`src/rtl/dbg_input_conditioner_pkg.sv`:
```
// -----------------------------------------------------------------------------
// dbg_input_conditioner_pkg
//
// Shared constants for the board debug-input front end.
//
// Contents:
//   DBG_SW_WIDTH      - number of slide switches on the board
//   DB_CYCLES_DEFAULT - debounce window in clk cycles (1 ms at 50 MHz)
//   DBG_CNT_W         - width of each debounce window counter
//   DBG_PRESS_W       - width of the button press counter
// -----------------------------------------------------------------------------
package dbg_input_conditioner_pkg;

    localparam int DBG_SW_WIDTH      = 16;
    localparam int DB_CYCLES_DEFAULT = 50000;
    localparam int DBG_CNT_W         = 16;
    localparam int DBG_PRESS_W       = 16;

endpackage

```
`src/rtl/dbg_debounce_ch.sv`:
```
// -----------------------------------------------------------------------------
// dbg_debounce_ch
//
// One debounce channel. It takes a W-bit vector of asynchronous pad inputs
// through a two-flop synchroniser. It accepts a new value only after
// DB_CYCLES consecutive identical synchronised samples. One window counter
// is shared by the whole vector, so a change on any bit restarts the window.
//
// Parameters:
//   W         - vector width
//   DB_CYCLES - consecutive identical samples needed to commit (2..2^CNT_W-1)
//   CNT_W     - width of the window counter
//
// Ports:
//   clk       in   system clock
//   rst       in   asynchronous active-low reset
//   din       in   W   raw pad inputs, asynchronous to clk
//   dout      out  W   committed (debounced) value, registered
//   changed   out  1   one-cycle pulse in the cycle dout takes a new value
//   rise_next out  W   bits that will commit 0->1 at the coming clock edge.
//                      The parent uses this to register edge events that line
//                      up with dout.
// -----------------------------------------------------------------------------
module dbg_debounce_ch
    import dbg_input_conditioner_pkg::*;
#(
    parameter int W         = 1,
    parameter int DB_CYCLES = DB_CYCLES_DEFAULT,
    parameter int CNT_W     = DBG_CNT_W
) (
    input  logic         clk,
    input  logic         rst,
    input  logic [W-1:0] din,
    output logic [W-1:0] dout,
    output logic         changed,
    output logic [W-1:0] rise_next
);

    localparam logic [CNT_W-1:0] CNT_LAST = CNT_W'(DB_CYCLES - 1);

    logic [W-1:0]     s1;
    logic [W-1:0]     s2;
    logic [W-1:0]     cand;
    logic [CNT_W-1:0] cnt;
    logic             commit;

    // A commit happens only when all of these are true:
    //   - the window has completed;
    //   - the sample is still unchanged on this cycle;
    //   - the candidate actually differs from what is already committed.
    // When the window is full, cnt holds at CNT_LAST. A later change then
    // commits as soon as its own window completes.
    assign commit    = (s2 == cand) && (cnt == CNT_LAST) && (cand != dout);
    assign rise_next = commit ? (cand & ~dout) : '0;

    // The two flops are kept back to back with nothing in between. This gives
    // s1 a full cycle to resolve metastability.
    always_ff @(posedge clk or negedge rst) begin
        if (!rst) begin
            s1 <= '0;
            s2 <= '0;
        end else begin
            s1 <= din;
            s2 <= s1;
        end
    end

    // Window tracking. A new sample value restarts the window from zero.
    always_ff @(posedge clk or negedge rst) begin
        if (!rst) begin
            cand <= '0;
            cnt  <= '0;
        end else if (s2 != cand) begin
            cand <= s2;
            cnt  <= '0;
        end else if (cnt != CNT_LAST) begin
            cnt  <= cnt + CNT_W'(1);
        end
    end

    // Committed value and its change strobe. changed is high only in the
    // cycle that follows a commit edge, so it lines up with the new dout.
    always_ff @(posedge clk or negedge rst) begin
        if (!rst) begin
            dout    <= '0;
            changed <= 1'b0;
        end else begin
            changed <= commit;
            if (commit) begin
                dout <= cand;
            end
        end
    end

endmodule

```
`src/rtl/dbg_input_conditioner.sv`:
```
// -----------------------------------------------------------------------------
// dbg_input_conditioner
//
// Front end for the board debug inputs: 16 slide switches and one push button.
// Each input group is synchronised and debounced by its own independent
// channel. The button also produces a single-cycle step pulse per press, which
// serves as the manual-step clock enable. A wrapping press counter is kept for
// display on the LEDs.
//
// Parameters:
//   WIDTH     - switch vector width
//   DB_CYCLES - debounce window in clk cycles
//   CNT_W     - width of each debounce counter
//
// Ports:
//   clk        in   system clock
//   rst        in   asynchronous active-low reset
//   sw_raw     in   WIDTH  switch pads (asynchronous)
//   btn_raw    in   1      push-button pad (asynchronous, high = pressed)
//   sw_out     out  WIDTH  debounced switches (LED mux page select / CPU inputs)
//   sw_changed out  1      one-cycle pulse when sw_out takes a new value
//   btn_level  out  1      debounced button level
//   btn_pulse  out  1      one-cycle pulse on each debounced press
//   press_cnt  out  16     number of presses, wraps silently
//
// Every output comes straight from a flop; no pad reaches an output through
// combinational logic.
// -----------------------------------------------------------------------------
module dbg_input_conditioner
    import dbg_input_conditioner_pkg::*;
#(
    parameter int WIDTH     = DBG_SW_WIDTH,
    parameter int DB_CYCLES = DB_CYCLES_DEFAULT,
    parameter int CNT_W     = DBG_CNT_W
) (
    input  logic                   clk,
    input  logic                   rst,
    input  logic [WIDTH-1:0]       sw_raw,
    input  logic                   btn_raw,
    output logic [WIDTH-1:0]       sw_out,
    output logic                   sw_changed,
    output logic                   btn_level,
    output logic                   btn_pulse,
    output logic [DBG_PRESS_W-1:0] press_cnt
);

    logic [WIDTH-1:0] sw_rise_unused;
    logic             btn_changed_unused;
    logic             btn_rise_next;

    dbg_debounce_ch #(
        .W         (WIDTH),
        .DB_CYCLES (DB_CYCLES),
        .CNT_W     (CNT_W)
    ) u_sw_ch (
        .clk       (clk),
        .rst       (rst),
        .din       (sw_raw),
        .dout      (sw_out),
        .changed   (sw_changed),
        .rise_next (sw_rise_unused)
    );

    dbg_debounce_ch #(
        .W         (1),
        .DB_CYCLES (DB_CYCLES),
        .CNT_W     (CNT_W)
    ) u_btn_ch (
        .clk       (clk),
        .rst       (rst),
        .din       (btn_raw),
        .dout      (btn_level),
        .changed   (btn_changed_unused),
        .rise_next (btn_rise_next)
    );

    // The pulse and the counter are both registered from the channel's
    // look-ahead rise flag. They therefore change on the same edge as
    // btn_level goes high. A release commit never sets the rise flag, so a
    // release produces no pulse. A held button commits only once, so holding
    // the button gives exactly one pulse.
    always_ff @(posedge clk or negedge rst) begin
        if (!rst) begin
            btn_pulse <= 1'b0;
            press_cnt <= '0;
        end else begin
            btn_pulse <= btn_rise_next;
            press_cnt <= press_cnt + DBG_PRESS_W'(btn_rise_next);
        end
    end

endmodule
```
`config.mk`:
```
export PLATFORM = sky130hd
export DESIGN_NAME = dbg_input_conditioner
export DESIGN_NICKNAME = d
export VERILOG_FILES = /design/src/rtl/dbg_input_conditioner_pkg.sv /design/src/rtl/dbg_debounce_ch.sv /design/src/rtl/dbg_input_conditioner.sv
export SDC_FILE = /design/constraint.sdc
export NUM_CORES = 1
export LEC_CHECK = 0
export BUFFER_PORTS_ARGS = -buffer_cell sky130_fd_sc_hd__buf_2
export CAP_MARGIN = 10
export CORE_MARGIN = 2
export CORE_UTILIZATION = 31
export CTS_BUF_LIST = sky130_fd_sc_hd__clkbuf_2
export DETAILED_ROUTE_END_ITERATION = 10
export PLACE_DENSITY = 0.45
export SYNTH_ARGS = -nofsm -noshare
export SYNTH_HDL_FRONTEND = slang
export SYNTH_SLANG_ARGS = --single-unit
```
`constraint.sdc`:
```
create_clock -name clk -period 5.03 [get_ports clk]
set_input_delay 1.006 -clock clk [delete_from_list [all_inputs] [get_ports clk]]
set_output_delay 1.006 -clock clk [all_outputs]
set_load 0.05 [all_outputs]
```
After elaboration in Yosys (flattened, before gate mapping)
Index checks and enable logic that the tools add are counted.
Widths: inputs -> output; s select.
- register bits after elaboration: 118
- input port bits: 19
- output and inout port bits: 35
- word-level logic and storage cells: 39
- $add $sub $neg: 3
- eq/ne operators: 10
- mux-type cells: 5
- bitwise operators: 2
- reduce and logical (&&, ||, !) cells: 6
- operator list (operator ; number):
    $mux 16 ; 4
    $add 16x1->16 const B ; 2
    $eq 16x16->1 const B ; 2
    $ne 16x16->1 ; 2
    $ne 16x16->1 const B ; 2
    $add 16x1->16 ; 1
    $eq 16x16->1 ; 1
    $logic_and 1x1->1 ; 4
    $reduce_bool 2->1 ; 2
    $ne 1x1->1 ; 2
    $and 1x1->1 ; 1
    $eq 1x1->1 ; 1
    $mux 1 ; 1
    $not 1->1 ; 1

Longest topological paths before layout
Gate-level depths: netlist (run 1).
- depth in word-level cells: 5
- depth in mapped cells: 9
- gate-level depth less buffers: 9

Cells and area by module
A second synthesis (run 1) with hierarchy kept.
- cell total of the unflattened synthesis: 419
- area total of the unflattened synthesis: 5066.1 µm²
- modules (own cells, without submodules) (module ; instances ; cells an instance ; area an instance (µm²) ; sequential area each (µm²)):
    dbg_debounce_ch at u_sw_ch ; 1 ; 257 ; 3273.1 ; 2026.9
    dbg_debounce_ch at u_btn_ch ; 1 ; 100 ; 1054.8 ; 525.5
    dbg_input_conditioner ; 1 ; 62 ; 738.2 ; 425.4

Worst setup path after synthesis (run 1)
OpenSTA, ideal clock, no wires.
- kind: register to register
- start point: reg u_btn_ch.cnt[0]
- end point: reg press_cnt[8]
- library setup time: 142 ps
- data arrival time: 2159 ps
- required time: 4888 ps
- slack: 2730 ps
- cell stages (with the launch flop): 10
- path buffers: 0
- period minus slack after synthesis: 2300 ps
- path through: dfrtp_1 -> ha_1 -> and3_1 -> nand4_1 -> nor3_1 -> ha_1 -> ha_1 -> and3_1 -> nand2_1 -> xnor2_1
- cells in the longest elaborated chain, start to end: 5
- RTL lines (element ; line ; text):
    from (decl) ; dbg_debounce_ch.sv:44 ; logic [CNT_W-1:0] cnt;
    from (signal assigned) ; dbg_debounce_ch.sv:77 ; cnt <= cnt + CNT_W'(1);
    $eq 16x16->1 ; dbg_debounce_ch.sv:53 ; assign commit = (s2 == cand) && (cnt == CNT_LAST) && (cand != dout);
    $logic_and 1x1->1 (2 in series) ; dbg_debounce_ch.sv:53 ;
    $mux 1 ; dbg_debounce_ch.sv:54 ; assign rise_next = commit ? (cand & ~dout) : '0;
    via btn_rise_next ; dbg_input_conditioner.sv:49 ; logic btn_rise_next;
    $add 16x1->16 ; dbg_input_conditioner.sv:88 ; press_cnt <= press_cnt + DBG_PRESS_W'(btn_rise_next);
    to (signal assigned) ; dbg_input_conditioner.sv:88 ;
    to (decl) ; dbg_input_conditioner.sv:44 ; output logic [DBG_PRESS_W-1:0] press_cnt
The timed path passes the listed nets, and every way through them passes these cells.
A chain may end at the register's enable or synchronous reset.

Worst setup path after layout (run 1)
- start point: reg u_sw_ch.cand[7]
- end point: reg u_sw_ch.dout[0]
- cells in the longest elaborated chain, start to end: 3
- elaborated cells on any way between the ends: 4
- classes of those cells: 2 x eq/ne; 2 x reduce/logical
- RTL lines (element ; line ; text):
    from (decl) ; dbg_debounce_ch.sv:43 ; logic [W-1:0] cand;
    from (signal assigned) ; dbg_debounce_ch.sv:71 ; cand <= '0;
    from (signal assigned) ; dbg_debounce_ch.sv:74 ; cand <= s2;
    $eq 16x16->1 ; dbg_debounce_ch.sv:53 ;
    $logic_and 1x1->1 ; dbg_debounce_ch.sv:53 ;
    $logic_and 1x1->1 (*) ; dbg_debounce_ch.sv:53 ;
    to (signal assigned) ; dbg_debounce_ch.sv:90 ; dout <= cand;
    to (decl) ; dbg_debounce_ch.sv:34 ; output logic [W-1:0] dout,
Every way passes the cells marked *; elsewhere a longest branch is shown, timed or not.

==> results of run 1 <==
==> registers in the layout (all words and copies together) (netlist names), 16 cells and up <==
register,flops
u_sw_ch.s2,16
press_cnt,16
u_sw_ch.s1,16
u_btn_ch.cnt,16
u_sw_ch.dout,16
u_sw_ch.cnt,16
u_sw_ch.cand,16
==> critical path, stage by stage, from the launching register on <==
cell and delay [ps]:
dfrtp_1 450, xor2_1 190, nor4_4 360, nand4_4 340
nor3_4 940, mux2_2 420
==> area by class of cell <==
cell class / instances / area, sq um
clock buffer: 18 / 90.1
clock inverter: 14 / 223
sequential: 118 / 2950
timing repair buffer: 56 / 290
fill: 1456 / 9620
multi-input combinational: 227 / 1710
tap: 188 / 235
inverter: 8 / 30.0
==> cell families after synthesis <==
kind of cell	count (synthesis)
flops	118
mux	18
buf+inv	28
simple gates	120
xor+xnor	70
compound gates	14
fa+ha+maj	5
==> metal layers <==
layer  vias to the layer above  wire (um)  track usage
met3                        16        328       0.0388
met1                      1433       4240        0.160
li1                       1362          -            -
met4                         0        190       0.0601
met2                        52       3890        0.168
met5                         -          0            0
==> power by group <==
group,switching [W],total [W],internal (W)
sequential,0.0000191,0.000993,0.000974
clock,0.000384,0.000768,0.000384
combinational,0.0000435,0.0000687,0.0000251
total,0.000447,0.00183,0.00138
==> layout by cell type, fill, tap and decap left out, drive strengths merged <==
cell type  synthesis  final
dfrtp            118    118
buf                1     56
xnor2             36     36
xor2              34     34
nor2              30     30
nand2             18     18
clkbuf            19     18
mux2              16     16
nand3             15     15
nand4             14     14
inv                8     12
nor3              11     11
and3               9      9
o21ai              7      7
a21oi              7      7
ha                 5      5
clkinvlp           0      5
bufinv             0      5
nor4               5      5
or3                4      4
nor4bb             3      3
nor4b              2      2
nand2b             2      2
and4               2      2
mux2i              2      2
and2               1      1
and4bb             1      1
or4                1      1
nand3b             1      1
nor3b              1      1
==> how the worst max path moves through the flow <==
stage | from | to | slack, ps | cells past startpoint
finish | u_sw_ch.cand[7] | u_sw_ch.dout[0] | 2220 | 5
global route | u_btn_ch.cnt[0] | press_cnt[8] | 1950 | 9
CTS | u_sw_ch.cand[8] | u_sw_ch.dout[3] | 2180 | 5
detailed placement | u_sw_ch.cand[3] | u_sw_ch.dout[0] | 2200 | 5
global placement | u_btn_ch.cnt[0] | press_cnt[14] | 2220 | 9
floorplan | u_btn_ch.cnt[0] | press_cnt[8] | 2730 | 9
==> stage by stage <==
step                total power (W)  cell area (sq um)
floorplan                   0.00105               4770
global placement            0.00108               5210
detailed placement          0.00108               5210
CTS                         0.00187               5530
global route                0.00192               5530
finish                      0.00183               5530
==> metrics.txt, run 1 <==
GP Congestion 0.723; worst ir drop on vdd 0.192 mV; post-synthesis cell area 0.00477 sq mm; Num CTS Buffers 17; final cell count without fillers between 600 and 700; Starting DRT DRC Count 158; YS warnings 0; setup repair bufs after CTS 0; Post-synth EDFFs 0; Fin. Hold Viols 0; net count after synthesis about 400; kind of end point of the critical path register; global-route wire length before repair 14.9 mm; total core area 0.0151 sq mm; post-route DRC violation count 0; critical path launch point type register; status finished clean; Pleak 2.54 nW; Post-CTS Hold Fix Bufs 0; Sink Count 118; most numerous cell in the Yosys netlist dfrtp_1; Most used DFF post-synth dfrtp_1; pwr/cell area 331 mW/mm^2; Die Span Y approximately 130 um; WHS 158 ps; clock latency on the worst-skew pair 700 ps; vias per cell approximately 4.6; commonest cells in the netlist dfrtp_1, xnor2_1, xor2_1, nor2_1, clkbuf_1; post-route ant nets 0; total die area 0.0164 sq mm; Least-Margin Pin Slew approximately 1100 ps; placed insts 597; Synth Area in XOR/XNOR 0.128; drt wl/cell 13.8 um; Avg Synthesized Cell Area 12.8 sq um; Max-slew headroom 0.291; worst setup margin 2220 ps; Clock Skew 28.8 ps; post-synthesis simple-gate area fraction 0.151; #FFs+latches synth 118; Final Util 0.365; ant diodes 0; Clock Tree Buf Depth 2; total global-route track usage 0.118; WL final just under 9 mm; IO Pins 54; FF-to-FF setup slack 2220 ps; CTS H-tree depth 4; largest net degree at the start of global routing 51; Synth Area in Compound Gates 0.0147; Place WS 2200 ps; period utilization 0.559; leading area contributor after synthesis dfrtp_1; CTS tree done; fin nets roughly 450; synth unique cells 33; initial antenna violation count 0; area added between synthesis and finish 15.7%; R2R Path Start u_sw_ch.cand[7]; IO Port Bufs 53; Detail Placement HPWL 5.86 mm; Rows 45; Slew Viols, Final 0; CP required 5620 ps; crit-path max FO 18; DR pass1 iterations 4; largest cells by area after synthesis dfrtp_1, xnor2_1, xor2_1, mux2_4, nor2_1; initial core utilization 0.315; TNS Setup 0 ps; CTS root buf clkbuf_2; Worst-path clk slew roughly 210 ps; HP Class in2async; Mapped Cells about 370; Synth async-reset ratio 1.00; CP Class reg2reg; vias in the first global route 2,956; via count 2,863; post-synthesis sequential area ratio 0.618; Synth Area in Adders 0.0131; RSZ-0062 raised after global routing no; fraction of synthesized area in multiplexers 0.0498; post-CTS sizing 0; crit path time final 2810 ps; Die X 128 um; Yosys top cell area share 0.618; Final Setup Violations 0; GRT overflow 0; Max Cap Violations 0; worst r2r path cells 5; largest family of logic cells by synthesized area simple AND/OR/NAND/NOR gates; fmax 356 MHz; layout cells sized above 1 0.254; Critical Path AT 3400 ps; R2R Path End u_sw_ch.dout[0]
Note: power is estimated with default switching activity, not from simulation.
==> run 2, diff against run 1 <==
--- a/config.mk
+++ b/config.mk
@@ -11,7 +11,7 @@
 export CORE_UTILIZATION = 31
 export CTS_BUF_LIST = sky130_fd_sc_hd__clkbuf_2
 export DETAILED_ROUTE_END_ITERATION = 10
-export PLACE_DENSITY = 0.45
+export PLACE_DENSITY = 0.46
 export SYNTH_ARGS = -nofsm -noshare
 export SYNTH_HDL_FRONTEND = slang
 export SYNTH_SLANG_ARGS = --single-unit
==> constraint.sdc (replaced) <==
create_clock -name clk -period 2.3 [get_ports clk]
set_input_delay 0.46 -clock clk [delete_from_list [all_inputs] [get_ports clk]]
set_output_delay 0.46 -clock clk [all_outputs]
set_load 0.05 [all_outputs]
==> run 2 against run 1 <==
Effect of this change: sequential share of layout area is 2.4 points lower; die area unchanged; worst hold slack improved by 130 ps; critical path depth rose by 4; core utilization increased by 1.7 points; clock power grew 59%; power increased by 96%; non-clock buffer count rose by 29; largest power group unchanged; cell count rose by 4.3%.
==> metrics.txt, run 2 (synthesized netlist as in run 1, its figures left out) <==
status finished clean (unchanged); fmax 462 MHz (was 356 MHz); Final Util 0.382 (was 0.365); global-route wire length before repair 15.2 mm (was 14.9 mm); WL final 8.72 mm (was 8.65 mm); Sink Count 118 (unchanged); crit-path max FO 4 (was 18); Place WS 82.6 ps (was 2200 ps); initial core utilization 0.315 (unchanged); post-route cell area 0.00578 sq mm (was 0.00553 sq mm); area added between synthesis and finish 21.1% (was 15.7%); critical path launch point type register (unchanged); post-route DRC violation count 0 (unchanged); initial antenna violation count 0 (unchanged); Pwr Total 0.00358 W (was 0.00183 W); post-route ant nets 0 (unchanged); crit path time final 2160 ps (was 2810 ps); ant diodes 0 (unchanged); largest net degree at the start of global routing 50 (was 51); Clock Tree Buf Depth 2 (unchanged); RSZ-0062 raised after global routing yes (was no); clock latency on the worst-skew pair 640 ps (was 700 ps); Least-Margin Pin Slew 468 ps (was 1060 ps); CTS tree done (unchanged); IO Pins 54 (unchanged); Fin. Hold Viols 0 (unchanged); worst setup margin 137 ps (was 2220 ps); Worst-path clk slew 180 ps (was 210 ps); pwr/cell area 620 mW/mm^2 (was 331 mW/mm^2); Die Span Y 128 um (unchanged); layout cells sized above 1 0.280 (was 0.254); Rows 45 (unchanged); vias in the first global route 3,146 (was 2,956); vias per cell 4.46 (was 4.55); CP required 2810 ps (was 5620 ps); via count 2,927 (was 2,863); total global-route track usage 0.120 (was 0.118); Clock Skew 30.3 ps (was 28.8 ps); Pleak 2.66 nW (was 2.54 nW); kind of end point of the critical path register (unchanged); CP Class reg2reg (unchanged); TNS Setup 0 ps (unchanged); fin nets 481 (was 452); Max Cap Violations 0 (unchanged); Slew Viols, Final 0 (unchanged); total core area 0.0151 sq mm (unchanged); CTS H-tree depth 4 (unchanged); Detail Placement HPWL 5.93 mm (was 5.86 mm); Max-slew headroom 0.688 (was 0.291); Die X 128 um (unchanged); Num CTS Buffers 17 (unchanged); Starting DRT DRC Count 209 (was 158); period utilization 0.941 (was 0.559); CTS root buf clkbuf_2 (unchanged); drt wl/cell 13.3 um (was 13.8 um); Critical Path AT 2680 ps (was 3400 ps); Placed Area 0.00531 sq mm (was 0.00521 sq mm); most frequent cells in the layout dfrtp_1, buf_2, xnor2_1, xor2_1, nor2_1 (unchanged); HP Class in2async (unchanged); worst ir drop on vdd 0.410 mV (was 0.192 mV); most frequent standard cell in the layout excluding fill and tap cells dfrtp_1 (unchanged); IO Port Bufs 53 (unchanged); Final Setup Violations 0 (unchanged); DR pass1 iterations 4 (unchanged); GP Congestion 0.739 (was 0.723); GRT overflow 0 (unchanged); total die area 0.0164 sq mm (unchanged)
-- run 2: final cells by class --
| class | count | area, sq um |
|---|---|---|
| tap | 188 | 235 |
| clock inverter | 11 | 111 |
| timing repair buffer | 85 | 591 |
| clock buffer | 19 | 95.1 |
| inverter | 8 | 30.0 |
| fill | 1466 | 9360 |
| sequential | 118 | 2950 |
| multi-input combinational | 227 | 1770 |
-- run 2: timing repair --
action	CTS	global route
hold endpoints to repair	49	0
hold buffers	18	0
resized for setup	0	12
buffers inserted	0	4
setup endpoints to repair	0	9
-- run 2: path summary, 6_finish.rpt --
path | startpoint | end | slack, ps | cells past startpoint
hold / removal | rst | press_cnt[4] | 290 | 2
setup / recovery | u_btn_ch.cnt[1] | press_cnt[14] | 140 | 9
setup reg to reg | u_btn_ch.cnt[1] | press_cnt[14] | 140 | 9
min in group clk | u_sw_ch.s1[8] | u_sw_ch.s2[8] | 360 | 0
hold reg to reg | u_sw_ch.s1[8] | u_sw_ch.s2[8] | 360 | 0
max in group asynchronous | rst | u_sw_ch.changed | 1370 | 3
-- run 2: stage by stage --
stage                     hold WS (ps)  std cells
after floorplan                    164        373
after global placement             334        604
after detailed placement           335        604
after CTS                          218        652
after global routing               172        656
final                              292        656
-- run 2: report_power, final --
part           leakage (nW)  internal, W  switching (W)
sequential             1.53      0.00213      0.0000397
combinational          1.01    0.0000869       0.000105
clock                 0.129     0.000479       0.000744
-- run 2: per-layer routing --
layer | GRT usage | part of all wire
met1 | 0.159 | 0.49
met2 | 0.178 | 0.45
met3 | 0.0484 | 0.044
met4 | 0.0446 | 0.0083
met5 | 0 | 0
-- run 2: worst max-delay path: stages (launching register included) --
cell and delay, ps:
dfrtp_1 420, ha_1 200, and3_2 220, nand4_1 150, nor3_2 260, ha_2 250
ha_4 130, and3_4 200, nand2b_1 70, xnor2_1 130
